`src/rtl/seg_shift_sword_pkg.sv`:
```
// Shared types and helpers for the seg_shift_sword serial display transmitter.
package seg_shift_sword_pkg;

  typedef enum logic [1:0] {
    IDLE  = 2'd0,
    SHIFT = 2'd1,
    LATCH = 2'd2,
    DONE  = 2'd3
  } state_e;

  // Number of bits needed to represent value (minimum 1).
  function automatic int unsigned GET_WIDTH(input int unsigned value);
    int unsigned w;
    w = 1;
    for (int unsigned i = 1; i < 32; i++) begin
      if ((value >> i) != 0) w = i + 1;
    end
    return w;
  endfunction

endpackage

```
`src/rtl/seg_shift_sword_clk_tick_gen.sv`:
```
// Parameterised divider: one-cycle tick every DIV enabled cycles; count restarts while disabled.
module seg_shift_sword_clk_tick_gen
  import seg_shift_sword_pkg::*;
#(
  parameter int unsigned DIV = 2
) (
  input  logic clk,
  input  logic rst_n,
  input  logic en,
  output logic tick
);

  localparam int unsigned CW = GET_WIDTH(DIV);
  localparam logic [CW-1:0] LAST = CW'(DIV - 1);

  logic [CW-1:0] cnt_q, cnt_d;

  always_comb begin
    cnt_d = '0;
    tick  = 1'b0;
    if (en) begin
      if (cnt_q == LAST) begin
        tick = 1'b1;
      end else begin
        cnt_d = cnt_q + CW'(1);
      end
    end
  end

  always_ff @(posedge clk or negedge rst_n) begin
    if (!rst_n) cnt_q <= '0;
    else        cnt_q <= cnt_d;
  end

endmodule

```
`src/rtl/seg_shift_sword.sv`:
```
// Serial transmitter into a 74HC595-style chain: shifts DATA_BITS MSB first, then latches.
// Optional periodic refresh is compiled in with `define AUTO_REFRESH_EN.
module seg_shift_sword
  import seg_shift_sword_pkg::*;
#(
  parameter int unsigned CLK_FREQ   = 100,
  parameter int unsigned DATA_BITS  = 64,
  parameter int unsigned CLK_DIV    = 2,
  parameter int unsigned REFRESH_MS = 1
) (
  input  logic                 clk,
  input  logic                 rst_n,
  input  logic [DATA_BITS-1:0] data,
  input  logic                 start,
  output logic                 busy,
  output logic                 done,
  output logic                 s_dout,
  output logic                 s_clk,
  output logic                 s_latch,
  output logic                 s_clrn
);

  localparam int unsigned BW = GET_WIDTH(DATA_BITS);
  localparam logic [BW-1:0] LAST_BIT = BW'(DATA_BITS - 1);

  state_e               state_q, state_d;
  logic [DATA_BITS-1:0] sreg_q, sreg_d;
  logic [BW-1:0]        bit_q, bit_d;
  logic                 busy_q, busy_d;
  logic                 done_q, done_d;
  logic                 s_clk_q, s_clk_d;
  logic                 s_latch_q, s_latch_d;
  logic                 s_clrn_q, s_clrn_d;
  logic                 phase_en, phase_tick;
  logic                 start_req, accept;

  assign phase_en = (state_q == SHIFT) || (state_q == LATCH);

  seg_shift_sword_clk_tick_gen #(.DIV(CLK_DIV)) u_phase (
    .clk   (clk),
    .rst_n (rst_n),
    .en    (phase_en),
    .tick  (phase_tick)
  );

`ifdef AUTO_REFRESH_EN
  localparam int unsigned REFRESH_CYCLES = CLK_FREQ * REFRESH_MS * 1000;

  logic refresh_tick, pending_q, pending_d;

  seg_shift_sword_clk_tick_gen #(.DIV(REFRESH_CYCLES)) u_refresh (
    .clk   (clk),
    .rst_n (rst_n),
    .en    (1'b1),
    .tick  (refresh_tick)
  );

  // A tick that cannot be served now is remembered once; acceptance consumes it.
  always_comb begin
    pending_d = pending_q;
    if (accept)            pending_d = 1'b0;
    else if (refresh_tick) pending_d = 1'b1;
  end

  always_ff @(posedge clk or negedge rst_n) begin
    if (!rst_n) pending_q <= 1'b0;
    else        pending_q <= pending_d;
  end

  assign start_req = start | refresh_tick | pending_q;
`else
  assign start_req = start;
`endif

  assign accept = (state_q == IDLE) && s_clrn_q && start_req;

  always_comb begin
    state_d   = state_q;
    sreg_d    = sreg_q;
    bit_d     = bit_q;
    busy_d    = busy_q;
    done_d    = 1'b0;
    s_clk_d   = s_clk_q;
    s_latch_d = s_latch_q;
    s_clrn_d  = 1'b1;
    case (state_q)
      IDLE: begin
        if (accept) begin
          sreg_d  = data;
          bit_d   = '0;
          busy_d  = 1'b1;
          state_d = SHIFT;
        end
      end
      SHIFT: begin
        if (phase_tick) begin
          if (!s_clk_q) begin
            s_clk_d = 1'b1;
          end else begin
            // The final shift empties the register, so s_dout idles at 0.
            s_clk_d = 1'b0;
            sreg_d  = {sreg_q[DATA_BITS-2:0], 1'b0};
            if (bit_q == LAST_BIT) begin
              bit_d     = '0;
              s_latch_d = 1'b1;
              state_d   = LATCH;
            end else begin
              bit_d = bit_q + BW'(1);
            end
          end
        end
      end
      LATCH: begin
        if (phase_tick) begin
          s_latch_d = 1'b0;
          done_d    = 1'b1;
          busy_d    = 1'b0;
          state_d   = DONE;
        end
      end
      DONE:    state_d = IDLE;
      default: state_d = IDLE;
    endcase
  end

  always_ff @(posedge clk or negedge rst_n) begin
    if (!rst_n) begin
      state_q   <= IDLE;
      sreg_q    <= '0;
      bit_q     <= '0;
      busy_q    <= 1'b0;
      done_q    <= 1'b0;
      s_clk_q   <= 1'b0;
      s_latch_q <= 1'b0;
      s_clrn_q  <= 1'b0;
    end else begin
      state_q   <= state_d;
      sreg_q    <= sreg_d;
      bit_q     <= bit_d;
      busy_q    <= busy_d;
      done_q    <= done_d;
      s_clk_q   <= s_clk_d;
      s_latch_q <= s_latch_d;
      s_clrn_q  <= s_clrn_d;
    end
  end

  assign busy    = busy_q;
  assign done    = done_q;
  assign s_dout  = sreg_q[DATA_BITS-1];
  assign s_clk   = s_clk_q;
  assign s_latch = s_latch_q;
  assign s_clrn  = s_clrn_q;

endmodule

```
`config.mk`:
```
export PLATFORM = sky130hd
export DESIGN_NAME = seg_shift_sword
export DESIGN_NICKNAME = d
export VERILOG_FILES = /design/src/rtl/seg_shift_sword_pkg.sv /design/src/rtl/seg_shift_sword_clk_tick_gen.sv /design/src/rtl/seg_shift_sword.sv
export SDC_FILE = /design/constraint.sdc
export NUM_CORES = 1
export LEC_CHECK = 0
export CORE_MARGIN = 8
export CORE_UTILIZATION = 40
export CTS_BUF_LIST = sky130_fd_sc_hd__clkbuf_16
export DETAILED_ROUTE_END_ITERATION = 10
export PLACE_DENSITY_LB_ADDON = 0.1
export SETUP_SLACK_MARGIN = 0.2
export SYNTH_ARGS = -nofsm -noshare
export SYNTH_HDL_FRONTEND = slang
export SYNTH_HIERARCHICAL = 1
export SYNTH_SLANG_ARGS = --single-unit
```
`constraint.sdc`:
```
create_clock -name clk -period 2.4 [get_ports clk]
set_input_delay 0.48 -clock clk [delete_from_list [all_inputs] [get_ports clk]]
set_output_delay 0.48 -clock clk [all_outputs]
set_load 0.005 [all_outputs]
```
Word level (Yosys, flattened, before mapping)
Cells that the tools add are included. Widths: inputs -> output; s select.

$add $sub $neg: 2. Equality and inequality tests: 10. Reduce and logical (&&, ||, !) cells: 12. Muxes and demuxes: 29.

Operator list (number): $mux 64 (3); $pmux 64 s2 (1); $mux 7 (4); $mux 2 (7); $pmux 7 s2 (1); $mux 1 (10); $reduce_and 5->1 (2); $ne 2x2->1 const B (4); $pmux 2 s4 (1); $add 7x1->7 const B (1); $eq 7x6->1 const B (1); $reduce_bool 2->1 (3); $eq 2x1->1 const B (2); $eq 2x2->1 const B (2); $pmux 1 s2 (2); $reduce_and 4->1 (1); $reduce_and 3->1 (1); $add 2x1->2 const B (1); $logic_and 1x1->1 (2); $logic_not 2->1 (1); $ne 2x1->1 const B (1); $reduce_and 2->1 (1); $logic_or 1x1->1 (1).

Flip-flop bits (word level): 80. Logic and storage cells: 62. Output and inout port bits: 6. Bits of input ports: 67.

Logic depth before layout (Yosys ltp)
Word-level depth: 5. Gate-level depth with buffers: 9.

Cells and area by module
The synthesis kept the hierarchy.

Modules (own cells, without submodules): seg_shift_sword (times used 1, sequential area each 1951.9 µm², cells an instance 354, area each 3668.5 µm²); seg_shift_sword_clk_tick_gen (times used 1, sequential area each 50.0 µm², cells an instance 5, area each 78.8 µm²).

Least setup slack after synthesis
OpenSTA, ideal clock, no wires.

Path type: register to register. From: reg state_q[0]. To: reg bit_q[0]. Stages on the path, launching flop included: 9. Slack: 0.486 ns. Period minus slack after synthesis: 1.914 ns. Library setup time: 0.125 ns. Required time: 2.275 ns. Data arrival time: 1.790 ns. Cell sequence: dfrtp_1 > inv_1 > ha_1 > and3b_2 > a21boi_1 > a211o_1 > buf_2 > nor2_1 > mux2_2.

Cells in the longest elaborated chain, start to end: 5. Elaborated cells on any way between the ends: 13. Those cells by class: eq/ne (5); mux (2); reduce/logical (6).

RTL lines: start: declaration (RTL line seg_shift_sword.sv:26) `state_e state_q, state_d;`; start signal: assignment (RTL line seg_shift_sword.sv:137) `state_q <= state_d;`; $eq 2x1->1 / $eq 2x2->1 (equally long branches) (RTL line seg_shift_sword.sv:37) `assign phase_en = (state_q == SHIFT) || (state_q == LATCH);`; $logic_or 1x1->1 * (RTL line seg_shift_sword.sv:37); named net phase_en (RTL line seg_shift_sword.sv:34) `logic phase_en, phase_tick;`; $mux 1 * (RTL line seg_shift_sword_clk_tick_gen.sv:21) `if (en) begin`; named net phase_tick (RTL line seg_shift_sword.sv:34); $ne 2x2->1 (no line) *; $reduce_and 4->1 (no line) *; end signal: assignment (RTL line seg_shift_sword.sv:139) `bit_q <= bit_d;`; end: declaration (RTL line seg_shift_sword.sv:28) `logic [BW-1:0] bit_q, bit_d;`.

Mark *: on every way through the listed nets, which the timed path passes. The rest lies on a longest branch. A chain may end at the register's enable or synchronous reset.

Worst setup path in the final report
From: reg state_q[0]. To: reg sreg_q[1].

Cells in the longest elaborated chain, start to end: 5. Elaborated cells on any way between the ends: 13. Those cells by class: eq/ne (5); mux (2); reduce/logical (6).

RTL lines: $eq 2x1->1 / $eq 2x2->1 (equally long branches) (RTL line seg_shift_sword.sv:37); $logic_or 1x1->1 * (RTL line seg_shift_sword.sv:37); named net phase_en (RTL line seg_shift_sword.sv:34); $mux 1 * (RTL line seg_shift_sword_clk_tick_gen.sv:21); named net phase_tick (RTL line seg_shift_sword.sv:34); $ne 2x2->1 (no line) *; $reduce_and 4->1 (no line) *; end signal: assignment (RTL line seg_shift_sword.sv:138) `sreg_q <= sreg_d;`; end: declaration (RTL line seg_shift_sword.sv:27) `logic [DATA_BITS-1:0] sreg_q, sreg_d;`.

Marks and branches as above.

==> flow_metrics.tcl <==
set metrics [dict create \
    core_mm2 0.00915 \
    finalSetupViolCount 0 \
    cts-buffers-inserted 9 \
    crit_chain "inv_1 > ha_4 > and3b_2 > a21boi_1 > buf_4 > a211oi_4 > buf_12 > clkbuf_16 > nor2_1 > a21oi_1" \
    grt_max_degree 45 \
    final-hold-violation-count 0 \
    syn_inst 359 \
    synth_xor_area_frac 0.00234 \
    cap_viol_max_count 0 \
    critPathKind "reg -> reg" \
    dr.pass1.iters 4 \
    layout-area-overhead-vs-synth_pct 37.5 \
    max_slew.worst_pin.slew_ps 732 \
    fill_cells 821 \
    die_area_mm2 0.0127 \
    io_buffers 72 \
    wl_um 8490 \
    fin_crit_ps 2100 \
    startpoint "state_q[0]" \
    synthAdderAreaFrac 0.0167 \
    ctsLongestPathBuffers 2 \
    worst_setup_path_end_kind "register" \
    fin_skew_ps 5.93 \
    power_mw 2.99 \
    clkLatencyLatePin_ps 330 \
    path_max_fanout 20 \
    synth_top_family_by_area "multiplexers" \
    dpl.hpwl_um 5490 \
    first_global_vias 2737 \
    syn-num-nets 431 \
    r2r_start "state_q[0]" \
    crit_family "buffers and inverters" \
    worstHoldPathType "in -> async" \
    remaining_drc_errors 0 \
    finalMaxSlewViolations 0 \
    yosysSeqAreaShare 0.534 \
    pre_cts_ws_ps 162 \
    dieWidth_um 113 \
    grt_setup_unrepaired "no" \
    synth_edf_count 0 \
    fin_crit_sh 0.873 \
    ys_warn_count 6 \
    slew_headroom 0.512 \
    grt_pass1_wl_um 13500 \
    clkTransAtPathRegs_ps 60 \
    initial_core_util 0.409 \
    multi_input_area_mm2 0.00166 \
    cp.required_ps 2650 \
    cts_hold_buffers 0 \
    seqCellArea_mm2 0.00200 \
    cts_tree "done" \
    nets 509 \
    vias_per_cell 5.05 \
    die_h_um 113 \
    final_layout_size_suffix_gt1_frac 0.102 \
    final_antenna_net_count 0 \
    crit_arrival_ps 2350 \
    syn_area_mm2 0.00375 \
    synth_async_sr_flop_share 1.00 \
    synthMuxAreaShare 0.177 \
    cp_num_buf_inv 4 \
    n_antenna_cell 0 \
    whs_ps 111 \
    rows 35 \
    drt_iter0_drc 136 \
    synth_seq_cells 80 \
    max_freq_mhz 477 \
    postSynthAreaPerCell_um2 10.4 \
    status "completed" \
    cellLeakagePower_nw 2.60 \
    gp_congestion 0.740 \
    synth_simple_gate_area_frac 0.109 \
    htreeDepth 3 \
    overflow 0 \
    num_vias 2791 \
    critical_path.startpoint_type "register" \
    yosysUniqueCellTypes 35 \
    ios 73 \
    antenna_found_initial 0 \
    cpPeakStageDelay_ps 350 \
    avgRoutedWirePerCell_um 15.4 \
    placed_cells 529 \
    setup_ws_ps 305 \
    synth_compound_area_frac 0.125 \
    powerDensity_mw_per_mm2 580 \
    ys.flop_type "dfrtp_1" \
    grt_usage 0.131 \
    ir_drop_mv 0.365 \
    fin_cells 553 \
    tns_ps 0 \
    clock-sinks 80 \
    cts-root-buf "clkbuf_16" \
    slowest_stage "dfrtp_1" \
]
==> report_power, final <==
group	switching [mW]	leakage (nW)	internal (mW)	total, mW
clock	0.545	0.141	0.805	1.35
sequential	0.0236	0.970	1.39	1.42
combinational	0.0829	1.48	0.140	0.223
==> cell usage after synthesis (2+ instances only) <==
library cell | n | area share
a2111oi_0 | 2 | 0.0047
nand2_1 | 11 | 0.011
ha_1 | 5 | 0.017
or3_1 | 2 | 0.0033
nand3_1 | 3 | 0.0040
a22o_1 | 2 | 0.0047
inv_1 | 5 | 0.0050
a211o_1 | 2 | 0.0047
and3b_2 | 2 | 0.0053
dfrtp_1 | 80 | 0.53
o21ai_0 | 5 | 0.0067
mux2i_1 | 64 | 0.17
buf_2 | 19 | 0.025
nor4b_1 | 2 | 0.0047
a21boi_0 | 2 | 0.0040
and3_1 | 2 | 0.0033
mux2_2 | 2 | 0.0060
clkbuf_1 | 3 | 0.0030
nor2_1 | 66 | 0.066
a21oi_1 | 65 | 0.087
==> cell usage in the layout (no fill, tap or decap), drive strengths merged, types with 2 or more instances in the layout <==
cell and instances:
inv 6, clkbuf 13, buf 14, a21oi 65, clkdlybuf4s50 71, and3b 2, ha 5, a21boi 3
a211o 2, nor4b 2, nand2 11, and3 2, mux2 2, o21ai 5, nor2 66, a2111oi 2
clkinv 4, dfrtp 80, a22o 3, nand3 3, mux2i 64, or3 2
==> cell families after synthesis <==
logic type / count (synthesis)
mux: 66
buf+inv: 28
flops: 80
fa+ha+maj: 5
xor+xnor: 1
simple gates: 94
compound gates: 84
other cells: 1
==> worst reg2reg max path, cell delays in order (launching register included) <==
cell and delay [ps]:
dfrtp_1 350, inv_1 100, ha_4 290, and3b_2 220, a21boi_1 70, buf_4 160
a211oi_4 270, buf_12 210, clkbuf_16 200, nor2_1 50, a21oi_1 100
==> per-layer routing <==
layer  wire length, um  vias to the layer above  track usage
met5                 0                        -            0
met4                75                        0       0.0486
met3               375                        6       0.0362
met2              3550                       55        0.180
met1              4500                     1320        0.189
li1                  -                     1410            -
==> final cells by class <==
type | instances | area share
well taps | 111 | 0.0270
clock buffers | 9 | 0.0437
multi-input cells | 251 | 0.323
inverters | 5 | 0.00364
flip-flops and latches | 80 | 0.389
repair buffers | 90 | 0.201
clock inverters | 7 | 0.0138
==> timing repair <==
| item | in CTS | in global routing |
|---|---|---|
| pin swaps | 1 | 2 |
| buffers inserted | 1 | 2 |
| cloned | 1 | 4 |
| endpoints found under the setup margin | 26 | 70 |
| resized for setup | 2 | 5 |
==> final timing paths <==
kind	end	slack, ps	cells past startpoint
max in group asynchronous	sreg_q[7]	1700	2
min in group clk	sreg_q[0]	480	2
hold / removal	busy	110	1
hold reg to reg	sreg_q[0]	480	2
setup / recovery	sreg_q[1]	300	10
setup reg to reg	sreg_q[1]	300	10
==> state kept, by name (all words and copies together), names as in the netlist <==
signal         count
u_phase/cnt_q      2
done               1
sreg_q            64
s_latch            1
busy               1
s_clk              1
s_clrn             1
state_q            2
bit_q              7
==> metrics by stage <==
stage / instance area (um2) / utilization
after floorplan: 3750 / -
after global placement: 4660 / 0.509
after detailed placement: 4660 / 0.509
after CTS: 5010 / 0.547
after global routing: 5150 / 0.563
final: 5150 / 0.563
(Power assumes the default switching activity.)
